## src/rtl/au_seq.sv

```systemverilog
// Operand-register arithmetic unit: single-cycle ADD/SUB/ADC and N-cycle shift-add unsigned MUL,
// with a start/busy/done handshake toward the calculator control FSM.
module au_seq #(
    parameter int  N  = 8,
    localparam int CW = $clog2(N) + 1
) (
    input  logic         clk,
    input  logic         clear_n,
    input  logic         inA,
    input  logic         inB,
    input  logic [N-1:0] the_input,
    input  logic [1:0]   op,
    input  logic         start,
    output logic         busy,
    output logic         done,
    output logic [N-1:0] Rout,
    output logic [N-1:0] Rhi,
    output logic [3:0]   ccout
);

    // state  | meaning
    // S_IDLE | waiting for start; ADD/SUB/ADC complete here in one edge
    // S_MUL  | shift-add iterations running, one multiplier bit per edge
    localparam logic [0:0] S_IDLE = 1'b0;
    localparam logic [0:0] S_MUL  = 1'b1;

    localparam logic [1:0] OP_SUB = 2'b01;
    localparam logic [1:0] OP_ADC = 2'b10;
    localparam logic [1:0] OP_MUL = 2'b11;

    logic [0:0]     state_q, state_d;
    logic [N-1:0]   a_q, a_d, b_q, b_d;
    logic [N-1:0]   rout_q, rout_d, rhi_q, rhi_d;
    logic [N-1:0]   mplier_q, mplier_d;
    logic [2*N-1:0] mcand_q, mcand_d, acc_q, acc_d;
    logic [CW-1:0]  cnt_q, cnt_d;
    logic [3:0]     cc_q, cc_d;
    logic           done_q, done_d;

    logic [N-1:0]   addend;
    logic           cin;
    logic [N:0]     sum;
    logic [N-1:0]   res;
    logic           vf;
    logic [2*N-1:0] acc_nxt;

    // SUB runs through the same adder as A + ~B + 1, so overflow is judged on ~B's sign.
    always_comb begin
        addend  = (op == OP_SUB) ? ~b_q : b_q;
        cin     = (op == OP_SUB) ? 1'b1 : ((op == OP_ADC) ? cc_q[0] : 1'b0);
        sum     = {1'b0, a_q} + {1'b0, addend} + {{N{1'b0}}, cin};
        res     = sum[N-1:0];
        vf      = (a_q[N-1] == addend[N-1]) && (res[N-1] != a_q[N-1]);
        acc_nxt = mplier_q[0] ? (acc_q + mcand_q) : acc_q;
    end

    always_comb begin
        state_d  = state_q;
        a_d      = a_q;
        b_d      = b_q;
        rout_d   = rout_q;
        rhi_d    = rhi_q;
        mplier_d = mplier_q;
        mcand_d  = mcand_q;
        acc_d    = acc_q;
        cnt_d    = cnt_q;
        cc_d     = cc_q;
        done_d   = 1'b0;

        if (inA) a_d = the_input;
        if (inB) b_d = the_input;

        case (state_q)
            S_IDLE: begin
                if (start) begin
                    if (op == OP_MUL) begin
                        mcand_d  = {{N{1'b0}}, a_q};
                        mplier_d = b_q;
                        acc_d    = '0;
                        cnt_d    = '0;
                        state_d  = S_MUL;
                    end else begin
                        rout_d = res;
                        rhi_d  = '0;
                        cc_d   = {res[N-1], (res == '0), vf, sum[N]};
                        done_d = 1'b1;
                    end
                end
            end
            default: begin
                acc_d    = acc_nxt;
                mcand_d  = mcand_q << 1;
                mplier_d = mplier_q >> 1;
                cnt_d    = cnt_q + 1'b1;
                if (cnt_q == CW'(N - 1)) begin
                    rout_d  = acc_nxt[N-1:0];
                    rhi_d   = acc_nxt[2*N-1:N];
                    cc_d    = {acc_nxt[2*N-1], (acc_nxt == '0), (acc_nxt[2*N-1:N] != '0), 1'b0};
                    done_d  = 1'b1;
                    state_d = S_IDLE;
                end
            end
        endcase
    end

    always_ff @(posedge clk or negedge clear_n) begin
        if (!clear_n) begin
            state_q  <= S_IDLE;
            a_q      <= '0;
            b_q      <= '0;
            rout_q   <= '0;
            rhi_q    <= '0;
            mplier_q <= '0;
            mcand_q  <= '0;
            acc_q    <= '0;
            cnt_q    <= '0;
            cc_q     <= '0;
            done_q   <= 1'b0;
        end else begin
            state_q  <= state_d;
            a_q      <= a_d;
            b_q      <= b_d;
            rout_q   <= rout_d;
            rhi_q    <= rhi_d;
            mplier_q <= mplier_d;
            mcand_q  <= mcand_d;
            acc_q    <= acc_d;
            cnt_q    <= cnt_d;
            cc_q     <= cc_d;
            done_q   <= done_d;
        end
    end

    assign busy  = (state_q == S_MUL);
    assign done  = done_q;
    assign Rout  = rout_q;
    assign Rhi   = rhi_q;
    assign ccout = cc_q;

endmodule

```

## config.mk

```make
export PLATFORM = sky130hd
export DESIGN_NAME = au_seq
export DESIGN_NICKNAME = d
export VERILOG_FILES = /design/src/rtl/au_seq.sv
export SDC_FILE = /design/constraint.sdc
export NUM_CORES = 1
export LEC_CHECK = 0
export CAP_MARGIN = 40
export CELL_PAD_IN_SITES_DETAIL_PLACEMENT = 1
export CELL_PAD_IN_SITES_GLOBAL_PLACEMENT = 1
export CORE_MARGIN = 2
export CORE_UTILIZATION = 50
export DETAILED_ROUTE_END_ITERATION = 10
export PLACE_DENSITY = 0.85
export SYNTH_ARGS = -nofsm -noshare
export SYNTH_HDL_FRONTEND = slang
export SYNTH_SLANG_ARGS = --single-unit
```

## constraint.sdc

```tcl
create_clock -name clk -period 5.7 [get_ports clk]
set_clock_uncertainty 0.2 [all_clocks]
set_input_delay 1.14 -clock clk [delete_from_list [all_inputs] [get_ports clk]]
set_output_delay 1.14 -clock clk [all_outputs]
set_load 0.01 [all_outputs]
```

==> results of run 1 <==
[state kept, by name, summed over array words and instances (netlist names)]
| signal | cells |
|---|---|
| acc_q | 16 |
| mcand_q | 16 |
| Rhi | 8 |
| Rout | 8 |
| a_q | 8 |
| b_q | 8 |
| mplier_q | 8 |
| ccout | 4 |
| cnt_q | 4 |
| busy | 1 |
| done | 1 |
[how the worst min path moves through the flow]
| stage | startpoint | endpoint | slack, ns | depth (start not counted) |
|---|---|---|---|---|
| 2_1_floorplan | mplier_q[1]$_DFFE_PN0P_ | mplier_q[1]$_DFFE_PN0P_ | 0.25 | 2 |
| 3_3_place_gp | mplier_q[1]$_DFFE_PN0P_ | mplier_q[1]$_DFFE_PN0P_ | 0.26 | 2 |
| 3_5_place_dp | mplier_q[1]$_DFFE_PN0P_ | mplier_q[1]$_DFFE_PN0P_ | 0.27 | 2 |
| 4_1_cts | mplier_q[1]$_DFFE_PN0P_ | mplier_q[1]$_DFFE_PN0P_ | 0.29 | 2 |
| 5_1_grt | mplier_q[3]$_DFFE_PN0P_ | mplier_q[3]$_DFFE_PN0P_ | 0.32 | 2 |
| 6_report | mplier_q[1]$_DFFE_PN0P_ | mplier_q[1]$_DFFE_PN0P_ | 0.29 | 2 |
[layout make-up]
type                       count  share of cell area
clock inverter                 6             0.02176
inverter                       7            0.004915
timing repair buffer          41             0.07770
tap                          111             0.02598
clock buffer                   9             0.02317
multi-input combinational    344              0.4627
sequential                    82              0.3838
[kinds of logic after synthesis]
family,after synthesis,share of synthesized area
buf+inv,31,0.03506
fa+ha+maj,26,0.07441
compound gates,130,0.1919
simple gates,121,0.1170
xor+xnor,25,0.04684
mux,42,0.09582
flops,82,0.4390
[cells in the final DEF, fill, tap and decap left out, drive strengths merged, types with 6 or more instances in the layout]
cell           instances
ha                    23
buf                    6
dfrtp                 82
a21oi                 21
clkbuf                 9
nand3                 10
a21o                   6
nor3                   6
inv                    7
nand2                 58
xor2                   6
o21ai                 44
xnor2                 19
mux2i                 20
a22o                  20
nor2                  23
a211oi                 6
clkdlybuf4s50         35
mux2                  22
[per-stage QoR]
stage	instances	area, um^2	hold WS (ns)	util	total power, mW
global route	600	5346	0.3157	0.5841	3.460
detailed placement	585	5106	0.2707	0.5579	2.708
finish	600	5346	0.2867	0.5841	3.244
floorplan	457	4674	0.2496	-	2.205
global placement	584	5079	0.2613	0.5549	2.610
CTS	600	5346	0.2891	0.5841	3.250
[routing by layer]
layer	vias up	wire length, um	global-route usage	share of wire
met5	-	0	0	0
met4	0	353	0.1117	0.028
met3	30	405	0.04716	0.032
met2	78	6565	0.4626	0.52
met1	1895	5268	0.3171	0.42
li1	1706	-	-	-
[critical path: cells and delay by family]
family,cells,cell delay (ns)
adders and majority gates,2,0.66
buffers and inverters,2,0.62
and+or+nand+nor,3,0.71
AOI/OAI and AO/OA,6,1.24
xor gates and xnor gates,1,0.25
[power by group through the flow]
| stage | Combinational [mW] | Sequential (mW) | Clock [mW] |
|---|---|---|---|
| 4_1_cts | 1.74 | 0.986 | 0.524 |
| 6_report | 1.74 | 0.985 | 0.518 |
| 3_3_place_gp | 1.63 | 0.981 | 0 |
| 3_5_place_dp | 1.71 | 0.995 | 0 |
| 2_1_floorplan | 1.24 | 0.966 | 0 |
| 5_1_grt | 1.91 | 1.01 | 0.545 |
==> reports/metrics.yaml, run 1 <==
die:
  die_height_um: 100.7
  num_rows: 35
  initial_core_util: 0.5107
  dieArea_um2: 10140
  core_area_um2: 9153
  die_x_um: 100.7
  ioPinCount: 37
timing:
  hold_violations: 0
  finalCriticalPeriod_ns: 4.585
  fmax_ghz: 0.2181
  setup_viol: 0
  worstMarginPinSlew_ns: 0.5969
  rsz0062_at_grt: "no"
  min_period_over_period: 0.8043
  slew_headroom: 0.6020
  report.final.slew_viol_count: 0
  setup_slack_ns: 1.115
  fin_tns_setup_ns: 0
drt:
  vias: 3709
  drt_wl_total_um: 12590
  via_per_inst: 6.182
  first_iter_violations: 141
  wl_per_cell_um: 20.99
  ant_nets: 0
  drcViolationCount: 0
  firstDrtPassIters: 4
clocking:
  cts_buffers: 9
  clock_path_buffers: 2
  root_buffer: "clkbuf_8"
  ctsResizeCount: 0
  clk_pin_slew_ns: 0.09
  cts.sinks: 82
  hold_buffers: 0
  h-tree-depth: 3
  insertion_delay_ns: 0.36
  cts_tree: "built"
  cts_setup_buffers: 0
placed_design:
  gp_congestion: 0.9441
  pre_cts_ws_ns: 0.8629
  io_buffers: 36
  dpl.hpwl_um: 8998
setup_path:
  cpMaxStageDelayCell: "clkdlybuf4s50_1"
  slowest_delay_ns: 0.56
  critPathLaunch: "op[1]"
  path_cells: "clkdlybuf4s50_1 > nand2b_1 > xor2_1 > fa_1 > inv_1 > fa_1 > a21o_1 > a21oi_1 > nor2b_1 > o21a_1 > o21ai_0 > nand2_1 > a32oi_1 > o21ai_0"
  crit_end: "ccout[2]$_DFFE_PN0P_"
  start_kind: "input pin"
  worstPathRequired_ns: 5.75
  critical_path_arrival_ns: 4.63
  timing.rr.end: "ccout[1]$_DFFE_PN0P_"
  reg2reg_from: "mcand_q[0]$_DFFE_PN0P_"
  reg2reg_slack_ns: 2.18
  reg2reg_depth: 10
  worst-path-max-fanout: 9
  path_class: "in -> reg"
  end_kind: "flop"
yosys:
  synth.avg_cell_area_um2: 10.23
  synth.largest_area_cell: "dfrtp_1"
  yosys-top-cells-area: "dfrtp_1, ha_1, mux2_2"
  syn_area_um2: 4674
  ys_seq_area_frac: 0.4390
  synth_cell_types: 61
  synth_seq_cells: 82
  synth-async-reset-ratio: 1.000
  yosysMostFrequentCell: "dfrtp_1"
  synth.top_cells.by_count: "dfrtp_1, nand2_1, o21ai_0"
  syn_nets: 498
  syn_inst: 457
  yosys_warnings: 0
  synth_edf_count: 0
  synthFlopType: "dfrtp_1"
  yosysTopAreaCellShare: 0.4390
cells_and_area:
  nets: 526
  nFillCells: 999
  diodes: 0
  area_growth_pct: 14.37
  drive_gt1_frac: 0.1166
  seqCellArea_um2: 2052
  multi_input_area_um2: 2474
power_and_ir_drop:
  power.leakage_nw: 2.415
  combPwrFrac: 0.537
  ir_drop_uv: 422.5
  power_frac_seq: 0.304
  p_clk_frac: 0.160
  p_sw_frac: 0.4356
  power.switching_mw: 1.413
  powerDensity_nw_per_um2: 606.8
  p_int_mw: 1.831
min_path:
  hp-class: "reg -> reg"
grt:
  grt_remaining_overflow: 0
  grt_pass1_wl_um: 20790
  antenna_found_initial: 0
  grt_pass1_vias: 4022
  track_usage: 0.2636
  grt_start_max_net_pins: 67
outcome:
  status: "finished, final reports clean"
flow_run:
  max_cap_viol_count: 0
Note: power is estimated with default switching activity, not from simulation.
==> run 2: changes to the inputs <==
Settings changed: CORE_UTILIZATION 50 to 42, PLACE_DENSITY 0.85 to 0.76.
Clock period 5.7 ns to 4.2 ns, I/O delays scaled along.
==> reports/metrics.yaml, run 2 (same netlist as run 1, synthesis figures left out) <==
outcome:
  status: "finished, final reports clean"
drt:
  via_per_inst: 5.740
  highest_layer: "met4"
  vias: 3622
  dr_wl_met3_um: 359
  wl_met1_um: 5784
  met2_length_um: 6220
  ant_nets: 0
  wl_per_cell_um: 19.91
  first_iter_violations: 187
  drt_wl_total_um: 12570
  firstDrtPassIters: 4
  drcViolationCount: 0
die:
  ioPinCount: 37
  die_x_um: 109.5
  num_rows: 38
  dieArea_um2: 11990
  die_height_um: 109.5
  initial_core_util: 0.4312
  core_area_um2: 10840
timing:
  slew_headroom: 0.4295
  rsz0062_at_grt: "no"
  min_period_over_period: 0.9102
  setup_viol: 0
  fin_tns_setup_ns: 0
  hold_violations: 0
  report.final.slew_viol_count: 0
  fmax_ghz: 0.2616
  worstMarginPinSlew_ns: 0.8558
  finalCriticalPeriod_ns: 3.823
placed_design:
  io_buffers: 36
  dpl.hpwl_um: 9239
  postPlaceCellArea_um2: 5144
  gp_congestion: 0.9402
  dpl.cell_count: 615
clocking:
  cts_setup_buffers: 0
  hold_buffers: 0
  cts.sinks: 82
  insertion_delay_ns: 0.37
  clk_pin_slew_ns: 0.08
  ctsResizeCount: 0
  cts_tree: "built"
  cts_buffers: 9
  root_buffer: "clkbuf_8"
  h-tree-depth: 3
  clock_path_buffers: 2
cells_and_area:
  top_regs: "acc_q: 16 flops, mcand_q: 16 flops"
  nets: 527
  final_common_cell: "dfrtp_1"
  fin_cells: 631
  area_growth_pct: 13.73
  diodes: 0
  final_cell_mix: "dfrtp_1, nand2_1, o21ai_0, clkdlybuf4s50_1"
  design_area_um2: 5316
  nFillCells: 1230
  drive_gt1_frac: 0.1181
power_and_ir_drop:
  power.leakage_nw: 2.374
  powerDensity_nw_per_um2: 793.6
  p_total_mw: 4.219
  ir_drop_uv: 429.5
grt:
  antenna_found_initial: 0
  grt_remaining_overflow: 0
  grt_pass1_wl_um: 21030
  grt_pass1_vias: 3943
  track_usage: 0.2313
  grt_start_max_net_pins: 64
setup_path:
  critical_path_arrival_ns: 3.86
  worst-path-max-fanout: 4
  end_kind: "flop"
  cpMaxStageDelayCell: "clkdlybuf4s50_1"
  slowest_delay_ns: 0.55
  start_kind: "input pin"
  path_class: "in -> reg"
  worstPathRequired_ns: 4.24
  path_cells: "clkdlybuf4s50_1 > nand2b_1 > xor2_1 > fa_1 > inv_1 > fa_1 > a21o_1 > a21oi_1 > nor2b_1 > o21a_1 > o21ai_0 > nand2_1 > a32oi_1 > o21ai_0"
min_path:
  hp-class: "reg -> reg"
flow_run:
  max_cap_viol_count: 0
## run 2: cell types whose count changed in the layout (fill, tap and decap cells not counted), moves of 2 or more
cell / change
clkinv_4: -3
bufinv_16: -3
clkbuf_1: +2
clkinvlp_4: +3
## run 2: path summary, 6_finish.rpt
check                                         from                      end  slack [ns]  cells past startpoint
setup / recovery                             op[1]     ccout[2]$_DFFE_PN0P_        0.38                     14
hold / removal             mplier_q[6]$_DFFE_PN0P_  mplier_q[6]$_DFFE_PN0P_        0.30                      2
setup reg to reg            mcand_q[0]$_DFFE_PN0P_     ccout[1]$_DFFE_PN0P_        0.62                     10
hold reg to reg            mplier_q[6]$_DFFE_PN0P_  mplier_q[6]$_DFFE_PN0P_        0.30                      2
max in group asynchronous                  clear_n   mcand_q[0]$_DFFE_PN0P_        2.63                      2
min in group asynchronous                  clear_n  mplier_q[2]$_DFFE_PN0P_        0.36                      1
## run 2: final cells by class
class | count | area [um^2] | share of cell area
flip-flops and latches | 82 | 2053 | 0.3862
repair buffers | 42 | 415.4 | 0.07814
well taps | 140 | 175.2 | 0.03295
multi-input cells | 344 | 2474 | 0.4653
clock inverters | 4 | 27.53 | 0.005178
inverters | 7 | 26.28 | 0.004942
clock buffers | 12 | 145.1 | 0.02730
## run 2: stage by stage
stage / setup slack, ns / utilization / hold WS [ns]
after floorplan: 0.5945 / - / 0.2496
after global placement: 0.2224 / 0.4745 / 0.2655
after detailed placement: 0.06146 / 0.4745 / 0.2761
after CTS: 0.4070 / 0.4904 / 0.2986
after global routing: 0.1743 / 0.4904 / 0.3226
final: 0.3773 / 0.4904 / 0.2952
## run 2: critical path, delay by kind of cell
family	cells	cell delay [ns]
xor+xnor	1	0.23
buf+inv	2	0.62
simple gates	3	0.38
compound gates	6	1.13
fa+ha+maj	2	0.67
## run 2: power by group
part / switching (mW) / internal, mW / total, mW
clock network: 0.299 / 0.231 / 0.530
logic: 1.30 / 1.01 / 2.31
registers: 0.288 / 1.09 / 1.38
## run 2: routing by layer
layer / track usage / up-vias
li1: - / 1713
met1: 0.3064 / 1846
met2: 0.3880 / 50
met3: 0.03734 / 13
met4: 0.07324 / 0
met5: 0 / -
